==> config.mk <==
export PLATFORM = sky130hd
export DESIGN_NAME = register_file_dump_ctrl_flat
export DESIGN_NICKNAME = d
export VERILOG_FILES = /design/src/rtl/register_file_dump_ctrl_pkg.sv /design/src/rtl/register_file_dump_ctrl_if.sv /design/src/rtl/register_file_dump_ctrl_word_to_byte_serializer.sv /design/src/rtl/register_file_dump_ctrl.sv /design/src/flat_wrapper.sv
export SDC_FILE = /design/constraint.sdc
export NUM_CORES = 1
export LEC_CHECK = 0
export BUFFER_PORTS_ARGS = -buffer_cell sky130_fd_sc_hd__buf_2
export CORE_UTILIZATION = 55
export DETAILED_ROUTE_END_ITERATION = 10
export GPL_TIMING_DRIVEN = 0
export PLACE_DENSITY = 0.92
export SLEW_MARGIN = 20
export SYNTH_ARGS = -nofsm -noshare
export SYNTH_HDL_FRONTEND = slang
export SYNTH_SLANG_ARGS = --single-unit
==> constraint.sdc <==
create_clock -name i_clk -period 4.1 [get_ports i_clk]
set_clock_uncertainty 0.05 [all_clocks]
set_input_delay 0.41 -clock i_clk [delete_from_list [all_inputs] [get_ports i_clk]]
set_output_delay 0.41 -clock i_clk [all_outputs]
set_load 0.03 [all_outputs]
==> src/rtl/register_file_dump_ctrl_pkg.sv <==
// Shared constants, FSM state type and helper for the register-file dump sequencer
// and the other debug/UART blocks.
package register_file_dump_ctrl_pkg;

  localparam int unsigned DEF_NB_BYTE        = 8;
  localparam int unsigned DEF_NB_DATA        = 32;
  localparam int unsigned DEF_BYTES_PER_WORD = DEF_NB_DATA / DEF_NB_BYTE;

  typedef enum logic [2:0] {
    StIdle = 3'd0,
    StLoad = 3'd1,
    StSend = 3'd2,
    StCsum = 3'd3,
    StDone = 3'd4
  } state_e;

  // Counter width that stays legal when only one value is needed.
  function automatic int unsigned clog2_min1(input int unsigned n);
    return (n <= 1) ? 1 : $clog2(n);
  endfunction

endpackage

==> src/rtl/register_file_dump_ctrl_if.sv <==
// Bundle of the debug-unit handshake, register-file debug port and TX byte stream.
// Signal prefixes are from the dump controller's point of view.
interface register_file_dump_ctrl_if
  import register_file_dump_ctrl_pkg::*;
#(
  parameter int unsigned NB_DATA = DEF_NB_DATA,
  parameter int unsigned N_REGS  = 32,
  parameter int unsigned NB_BYTE = DEF_NB_BYTE,
  parameter int unsigned NB_ADDR = $clog2(N_REGS)
);

  logic               i_start;
  logic               o_busy;
  logic               o_done;
  logic [NB_ADDR-1:0] o_read_addr_debug;
  logic [NB_DATA-1:0] i_data_debug;
  logic [NB_BYTE-1:0] o_tx_data;
  logic               o_tx_valid;
  logic               i_tx_ready;

  modport slave (
    input  i_start,
    input  i_data_debug,
    input  i_tx_ready,
    output o_busy,
    output o_done,
    output o_read_addr_debug,
    output o_tx_data,
    output o_tx_valid
  );

  modport master (
    output i_start,
    output i_data_debug,
    output i_tx_ready,
    input  o_busy,
    input  o_done,
    input  o_read_addr_debug,
    input  o_tx_data,
    input  o_tx_valid
  );

endinterface

==> src/rtl/register_file_dump_ctrl_word_to_byte_serializer.sv <==
// Captures one register word and emits it little-endian, one byte per valid/ready handshake;
// flags the acceptance of the last byte back to the dump FSM.
module word_to_byte_serializer
  import register_file_dump_ctrl_pkg::*;
#(
  parameter int unsigned NB_DATA = DEF_NB_DATA,
  parameter int unsigned NB_BYTE = DEF_NB_BYTE
) (
  input  logic               i_clk,
  input  logic               i_rst_n,
  input  logic               i_load,
  input  logic [NB_DATA-1:0] i_word,
  input  logic               i_en,
  input  logic               i_tx_ready,
  output logic [NB_BYTE-1:0] o_tx_data,
  output logic               o_tx_valid,
  output logic               o_last_acc
);

  localparam int unsigned BPW      = NB_DATA / NB_BYTE;
  localparam int unsigned NB_IDX   = clog2_min1(BPW);
  localparam logic [NB_IDX-1:0] IDX_LAST = NB_IDX'(BPW - 1);

  logic [NB_DATA-1:0] r_word;
  logic [NB_IDX-1:0]  r_idx;
  logic               w_hs;
  logic               w_last;
  logic [NB_BYTE-1:0] w_byte;

  assign w_hs   = i_en & i_tx_ready;
  assign w_last = (r_idx == IDX_LAST);

  // Index saturates on the last byte; the next load rewinds it.
  always_ff @(posedge i_clk or negedge i_rst_n) begin
    if (!i_rst_n) begin
      r_word <= '0;
      r_idx  <= '0;
    end else if (i_load) begin
      r_word <= i_word;
      r_idx  <= '0;
    end else if (w_hs && !w_last) begin
      r_idx <= r_idx + 1'b1;
    end
  end

  always_comb begin
    w_byte = '0;
    for (int unsigned i = 0; i < BPW; i++) begin
      if (r_idx == NB_IDX'(i)) w_byte = r_word[i*NB_BYTE +: NB_BYTE];
    end
  end

  assign o_tx_valid = i_en;
  assign o_tx_data  = i_en ? w_byte : '0;
  assign o_last_acc = w_hs & w_last;

endmodule

==> src/rtl/register_file_dump_ctrl.sv <==
// Register-file dump sequencer: walks every register through the debug read port and streams
// the words out as bytes. Define REG_DUMP_CHECKSUM_EN to append an XOR checksum byte.
module register_file_dump_ctrl
  import register_file_dump_ctrl_pkg::*;
#(
  parameter int unsigned NB_DATA  = DEF_NB_DATA,
  parameter int unsigned N_REGS   = 32,
  parameter int unsigned NB_BYTE  = DEF_NB_BYTE,
  parameter int unsigned _NB_ADDR = $clog2(N_REGS)
) (
  input logic                      i_clk,
  input logic                      i_rst_n,
  register_file_dump_ctrl_if.slave io_bus
);

  localparam logic [_NB_ADDR-1:0] ADDR_LAST = _NB_ADDR'(N_REGS - 1);

  state_e              r_state;
  state_e              w_state_next;
  logic [_NB_ADDR-1:0] r_addr;
  logic [_NB_ADDR-1:0] w_addr_next;
  logic                w_load;
  logic                w_send;
  logic                w_last_acc;
  logic [NB_BYTE-1:0]  w_ser_data;
  logic                w_ser_valid;
`ifdef REG_DUMP_CHECKSUM_EN
  logic [NB_BYTE-1:0]  r_csum;
  logic [NB_BYTE-1:0]  w_csum_next;
`endif

  assign w_load = (r_state == StLoad);
  assign w_send = (r_state == StSend);

  word_to_byte_serializer #(
    .NB_DATA (NB_DATA),
    .NB_BYTE (NB_BYTE)
  ) u_serializer (
    .i_clk      (i_clk),
    .i_rst_n    (i_rst_n),
    .i_load     (w_load),
    .i_word     (io_bus.i_data_debug),
    .i_en       (w_send),
    .i_tx_ready (io_bus.i_tx_ready),
    .o_tx_data  (w_ser_data),
    .o_tx_valid (w_ser_valid),
    .o_last_acc (w_last_acc)
  );

  always_ff @(posedge i_clk or negedge i_rst_n) begin
    if (!i_rst_n) begin
      r_state <= StIdle;
      r_addr  <= '0;
`ifdef REG_DUMP_CHECKSUM_EN
      r_csum  <= '0;
`endif
    end else begin
      r_state <= w_state_next;
      r_addr  <= w_addr_next;
`ifdef REG_DUMP_CHECKSUM_EN
      r_csum  <= w_csum_next;
`endif
    end
  end

  always_comb begin
    w_state_next = r_state;
    w_addr_next  = r_addr;
`ifdef REG_DUMP_CHECKSUM_EN
    w_csum_next  = r_csum;
`endif
    unique case (r_state)
      StIdle: begin
        if (io_bus.i_start) begin
          w_addr_next  = '0;
`ifdef REG_DUMP_CHECKSUM_EN
          w_csum_next  = '0;
`endif
          w_state_next = StLoad;
        end
      end
      StLoad: w_state_next = StSend;
      StSend: begin
`ifdef REG_DUMP_CHECKSUM_EN
        if (io_bus.i_tx_ready) w_csum_next = r_csum ^ w_ser_data;
`endif
        // Terminal compare before increment so the address never wraps.
        if (w_last_acc) begin
          if (r_addr == ADDR_LAST) begin
`ifdef REG_DUMP_CHECKSUM_EN
            w_state_next = StCsum;
`else
            w_state_next = StDone;
`endif
          end else begin
            w_addr_next  = r_addr + 1'b1;
            w_state_next = StLoad;
          end
        end
      end
`ifdef REG_DUMP_CHECKSUM_EN
      StCsum: begin
        if (io_bus.i_tx_ready) w_state_next = StDone;
      end
`endif
      StDone:  w_state_next = StIdle;
      default: w_state_next = StIdle;
    endcase
  end

  assign io_bus.o_busy            = (r_state == StLoad) || (r_state == StSend)
`ifdef REG_DUMP_CHECKSUM_EN
                                    || (r_state == StCsum)
`endif
                                    ;
  assign io_bus.o_done            = (r_state == StDone);
  assign io_bus.o_read_addr_debug = r_addr;

`ifdef REG_DUMP_CHECKSUM_EN
  assign io_bus.o_tx_valid = w_ser_valid | (r_state == StCsum);
  assign io_bus.o_tx_data  = (r_state == StCsum) ? r_csum : w_ser_data;
`else
  assign io_bus.o_tx_valid = w_ser_valid;
  assign io_bus.o_tx_data  = w_ser_data;
`endif

endmodule

==> src/flat_wrapper.sv <==
// flat-port wrapper written by rule: the top's interface ports become plain ports
module register_file_dump_ctrl_flat import register_file_dump_ctrl_pkg::*;
#(
  parameter int unsigned NB_DATA  = DEF_NB_DATA,
  parameter int unsigned N_REGS   = 32,
  parameter int unsigned NB_BYTE  = DEF_NB_BYTE,
  parameter int unsigned _NB_ADDR = $clog2(N_REGS)
)
  (i_clk, i_rst_n, io_bus_i_start, io_bus_i_data_debug, io_bus_i_tx_ready, io_bus_o_busy, io_bus_o_done, io_bus_o_read_addr_debug, io_bus_o_tx_data, io_bus_o_tx_valid);
  register_file_dump_ctrl_if #(.NB_DATA(NB_DATA), .N_REGS(N_REGS), .NB_BYTE(NB_BYTE)) io_bus_i ();
  input logic i_clk;
  input logic i_rst_n;
  input wire logic [$bits(io_bus_i.i_start)-1:0] io_bus_i_start;
  input wire logic [$bits(io_bus_i.i_data_debug)-1:0] io_bus_i_data_debug;
  input wire logic [$bits(io_bus_i.i_tx_ready)-1:0] io_bus_i_tx_ready;
  output wire logic [$bits(io_bus_i.o_busy)-1:0] io_bus_o_busy;
  output wire logic [$bits(io_bus_i.o_done)-1:0] io_bus_o_done;
  output wire logic [$bits(io_bus_i.o_read_addr_debug)-1:0] io_bus_o_read_addr_debug;
  output wire logic [$bits(io_bus_i.o_tx_data)-1:0] io_bus_o_tx_data;
  output wire logic [$bits(io_bus_i.o_tx_valid)-1:0] io_bus_o_tx_valid;
  assign io_bus_i.i_start = io_bus_i_start;
  assign io_bus_i.i_data_debug = io_bus_i_data_debug;
  assign io_bus_i.i_tx_ready = io_bus_i_tx_ready;
  assign io_bus_o_busy = io_bus_i.o_busy;
  assign io_bus_o_done = io_bus_i.o_done;
  assign io_bus_o_read_addr_debug = io_bus_i.o_read_addr_debug;
  assign io_bus_o_tx_data = io_bus_i.o_tx_data;
  assign io_bus_o_tx_valid = io_bus_i.o_tx_valid;
  register_file_dump_ctrl #(.NB_DATA(NB_DATA), .N_REGS(N_REGS), .NB_BYTE(NB_BYTE), ._NB_ADDR(_NB_ADDR)) u_core (.i_clk(i_clk), .i_rst_n(i_rst_n), .io_bus(io_bus_i));
endmodule
==> results.md <==
- Filler cells: 272
- Vias per cell: 5.63
- Fin cells: 294
- CP Cell Sequence: inv_1, ha_1, clkbuf_1, clkbuf_1, a21oi_1, a221o_1, a21oi_1, buf_2
- Antenna fix cells: 0
- Final hold vios: 0
- DIE AREA: 3990 um^2
- Gr usage total: 26.7%
- Switching power: 0.000687 W
- CTS tree: built
- Initial Util: 59.3%
- HPWL Detailed: 3.38 mm
- Final WS setup: 1.18 ns
- PortBufs: 51
- Clock power frac: 21.5%
- Die Y: 63.1 um
- Sw Ratio: 36.5%
- Hold Crit Class: primary input to asynchronous set/reset pin
- Pin count of the biggest net entering global routing: 43
- Cells after Synth: 189
- Number of global-route vias before repair: 1,670
- Row Count: 21
- Gpl congestion: 0.860
- Cell Int Power: 0.00120 W
- First-pass GRT wire length: 8.01 mm
- Synth Area per Inst: 10.9 um^2
- Critical path capture point type: output pin
- WP data required: 3.64 ns
- Reg2reg path depth: 6
- RSZ-0062 raised after global routing: false
- Post-synth top area share: 51.1%
- DR vias: 1,654
- Post-route ant nets: 0
- Final Util: 72.4%
- Num Clock Sinks: 42
- P&R area growth vs syn: 22.2%
- Root Buffer: clkbuf_8
- FF+latch count, synth: 42
- Largest cells by area after synthesis: dfrtp_1 (51%), mux2_2 (13%), a21oi_1 (4.4%)
- Yosys cell types: 32
- Total grt overflow: 0
- Post-CTS Setup Bufs: 0
- Seq pwr share: 36.9%
- Min Clock Period, post-route: 2.92 ns
- Final setup violation count: 0
- Crit path max fanout: 10
- Num CTS Buffers: 5
- Hold buffers post-CTS: 0
- CP max stage cell: dfrtp_1
- Max incr delay on CP: 0.43 ns
- Fmax achieved: 0.343 GHz
- Run status: finished clean
- CTS resizes: 0
- Synth area leader: dfrtp_1
- Cell area after synthesis: 2060 um^2
- Share of layout cells above drive strength 1: 36.7%
- Pleak: 1.18 nW
- VDD IR max: 389 uV
- Post-Place Worst Slack: 1.57 ns
- Slew @ Worst Pin: 0.909 ns
- DRT iter0 DRCs: 132
- Post-synthesis sequential area ratio: 51.1%
- Width of the die: 63.1 um
- Avg WL per Cell: 16.0 um
- Syn_nets: 231
- CP Class: register to output pin
- MaxCap Viol Count: 0
- Clock Pin Slew Worst Setup and Hold Paths: 0.08 ns
- Clk buf depth: 2
- Normalized max-slew margin: 39.4%
- I/O pin cnt: 52
- Final net count: 289
- Slew Limit Fails: 0
- Storage cell area: 1050 um^2
- Setup TNS: 0 ns
- Dpl cells: 286
- Yosys warns: 0
- Initial antenna violation count: 0
- DRC: 0
- Worst-Skew Late Latency: 0.30 ns
- Core box area: 3470 um^2
- H-tree lvl count: 2
- Multi-input logic area: 896 um^2
- 1st-pass router iterations: 5
- Detailed Route WL: 4.72 mm
- Type of origin of the critical path: register
- Tcrit/Tclk final: 71.1%
- Arr. time, crit path: 2.46 ns
- Combinational Power Share: 41.6%
- P per Cell Area: 750 nW/um^2
worst max-delay path, delay by kind of cell (launching register included):
| kind | cells | cell delay [ns] |
|---|---|---|
| buffers and inverters | 4 | 0.98 |
| AOI/OAI and AO/OA | 3 | 0.59 |
| adders and majority gates | 1 | 0.15 |
| DFF | 1 | 0.43 |
placed cells by master, fill, tap and decap left out, drive strengths merged, types with 2 or more instances in the layout:
cell / instances
a21oi: 18
a221o: 8
buf: 57
bufinv: 2
clkbuf: 12
dfrtp: 42
ha: 6
inv: 14
mux2: 24
nand2: 21
nand2b: 3
nand3: 2
nand3b: 9
nor3b: 2
o211ai: 2
o21ai: 13
or3b: 2
power by group through the flow:
stage	sequential, W	clock [W]	combinational, W
global placement	0.000685	0	0.000743
detailed placement	0.000700	0	0.000775
finish	0.000695	0.000404	0.000784
CTS	0.000693	0.000406	0.000787
floorplan	0.000666	0	0.000584
global route	0.000714	0.000427	0.000857
registers in the layout, summed over array words and instances, names as in the netlist:
name	count
u_core.r_state	3
u_core.u_serializer.r_idx	2
u_core.io_bus.o_read_addr_debug	5
u_core.u_serializer.r_word	32
cell type report:
type,count,area share [%]
Buffer,12,2.24
Clock buffer,6,3.29
Clock inverter,2,2.39
Inverter,14,2.09
Multi-Input combinational cell,121,35.7
Sequential cell,42,41.9
Tap cell,46,2.29
Timing Repair Buffer,51,10.2
cells in the mapped netlist, drive strengths merged:
| library cell | n |
|---|---|
| or3b | 2 |
| nand2 | 21 |
| or4b | 1 |
| ha | 6 |
| o211ai | 2 |
| a21oi | 18 |
| inv | 14 |
| and3 | 1 |
| dfrtp | 42 |
| mux2 | 24 |
| o21ai | 13 |
| a211oi | 1 |
| nand3 | 2 |
| or3 | 1 |
| nand2b | 3 |
| nand3b | 9 |
| nor2 | 1 |
| nor3b | 2 |
| buf | 6 |
| mux2i | 1 |
| or2 | 1 |
| a31o | 1 |
| clkbuf | 6 |
| or4 | 1 |
| o221ai | 1 |
| nand4b | 1 |
| a221o | 8 |
final timing paths:
kind / startpoint / endpoint / slack, ns
worst max register to register: u_core.io_bus.o_read_addr_debug[0]$_DFFE_PN0P_ / u_core.io_bus.o_read_addr_debug[3]$_DFFE_PN0P_ / 2.03
min in group i_clk: io_bus_i_data_debug[22] / u_core.u_serializer.r_word[22]$_DFFE_PN0P_ / 0.26
worst min-delay path: i_rst_n / u_core.u_serializer.r_word[25]$_DFFE_PN0P_ / 0.19
worst min register to register: u_core.u_serializer.r_word[28]$_DFFE_PN0P_ / u_core.u_serializer.r_word[28]$_DFFE_PN0P_ / 0.46
worst max-delay path: u_core.u_serializer.r_idx[0]$_DFFE_PN0P_ / io_bus_o_tx_data[6] / 1.18
max in group asynchronous: i_rst_n / u_core.u_serializer.r_word[24]$_DFFE_PN0P_ / 3.25
cell families (layout without fill, tap and decap cells):
| group | Yosys count | after routing | synth area share (%) |
|---|---|---|---|
| and+or+nand+nor | 46 | 46 | 12.7 |
| AOI/OAI and AO/OA | 44 | 44 | 13.6 |
| DFF | 42 | 42 | 51.1 |
| buffers and inverters | 26 | 85 | 5.29 |
| muxes | 25 | 25 | 13.6 |
| adders and majority gates | 6 | 6 | 3.65 |
metal layers:
layer / vias up / GRT usage [%] / share of wire (%)
met5: - / 0 / 0
met4: 0 / 8.72 / 1.6
met3: 9 / 6.16 / 5.1
met2: 69 / 44.5 / 52
met1: 800 / 34.1 / 41
li1: 776 / - / -
per-stage QoR:
stage / area, um^2 / hold slack [ns] / power (W)
detailed placement: 2370 / 0.446 / 0.00147
global route: 2510 / 0.262 / 0.00200
floorplan: 2060 / 0.0644 / 0.00125
CTS: 2510 / 0.218 / 0.00189
global placement: 2370 / 0.438 / 0.00143
finish: 2510 / 0.186 / 0.00188
Note: power is estimated with default switching activity, not from simulation.
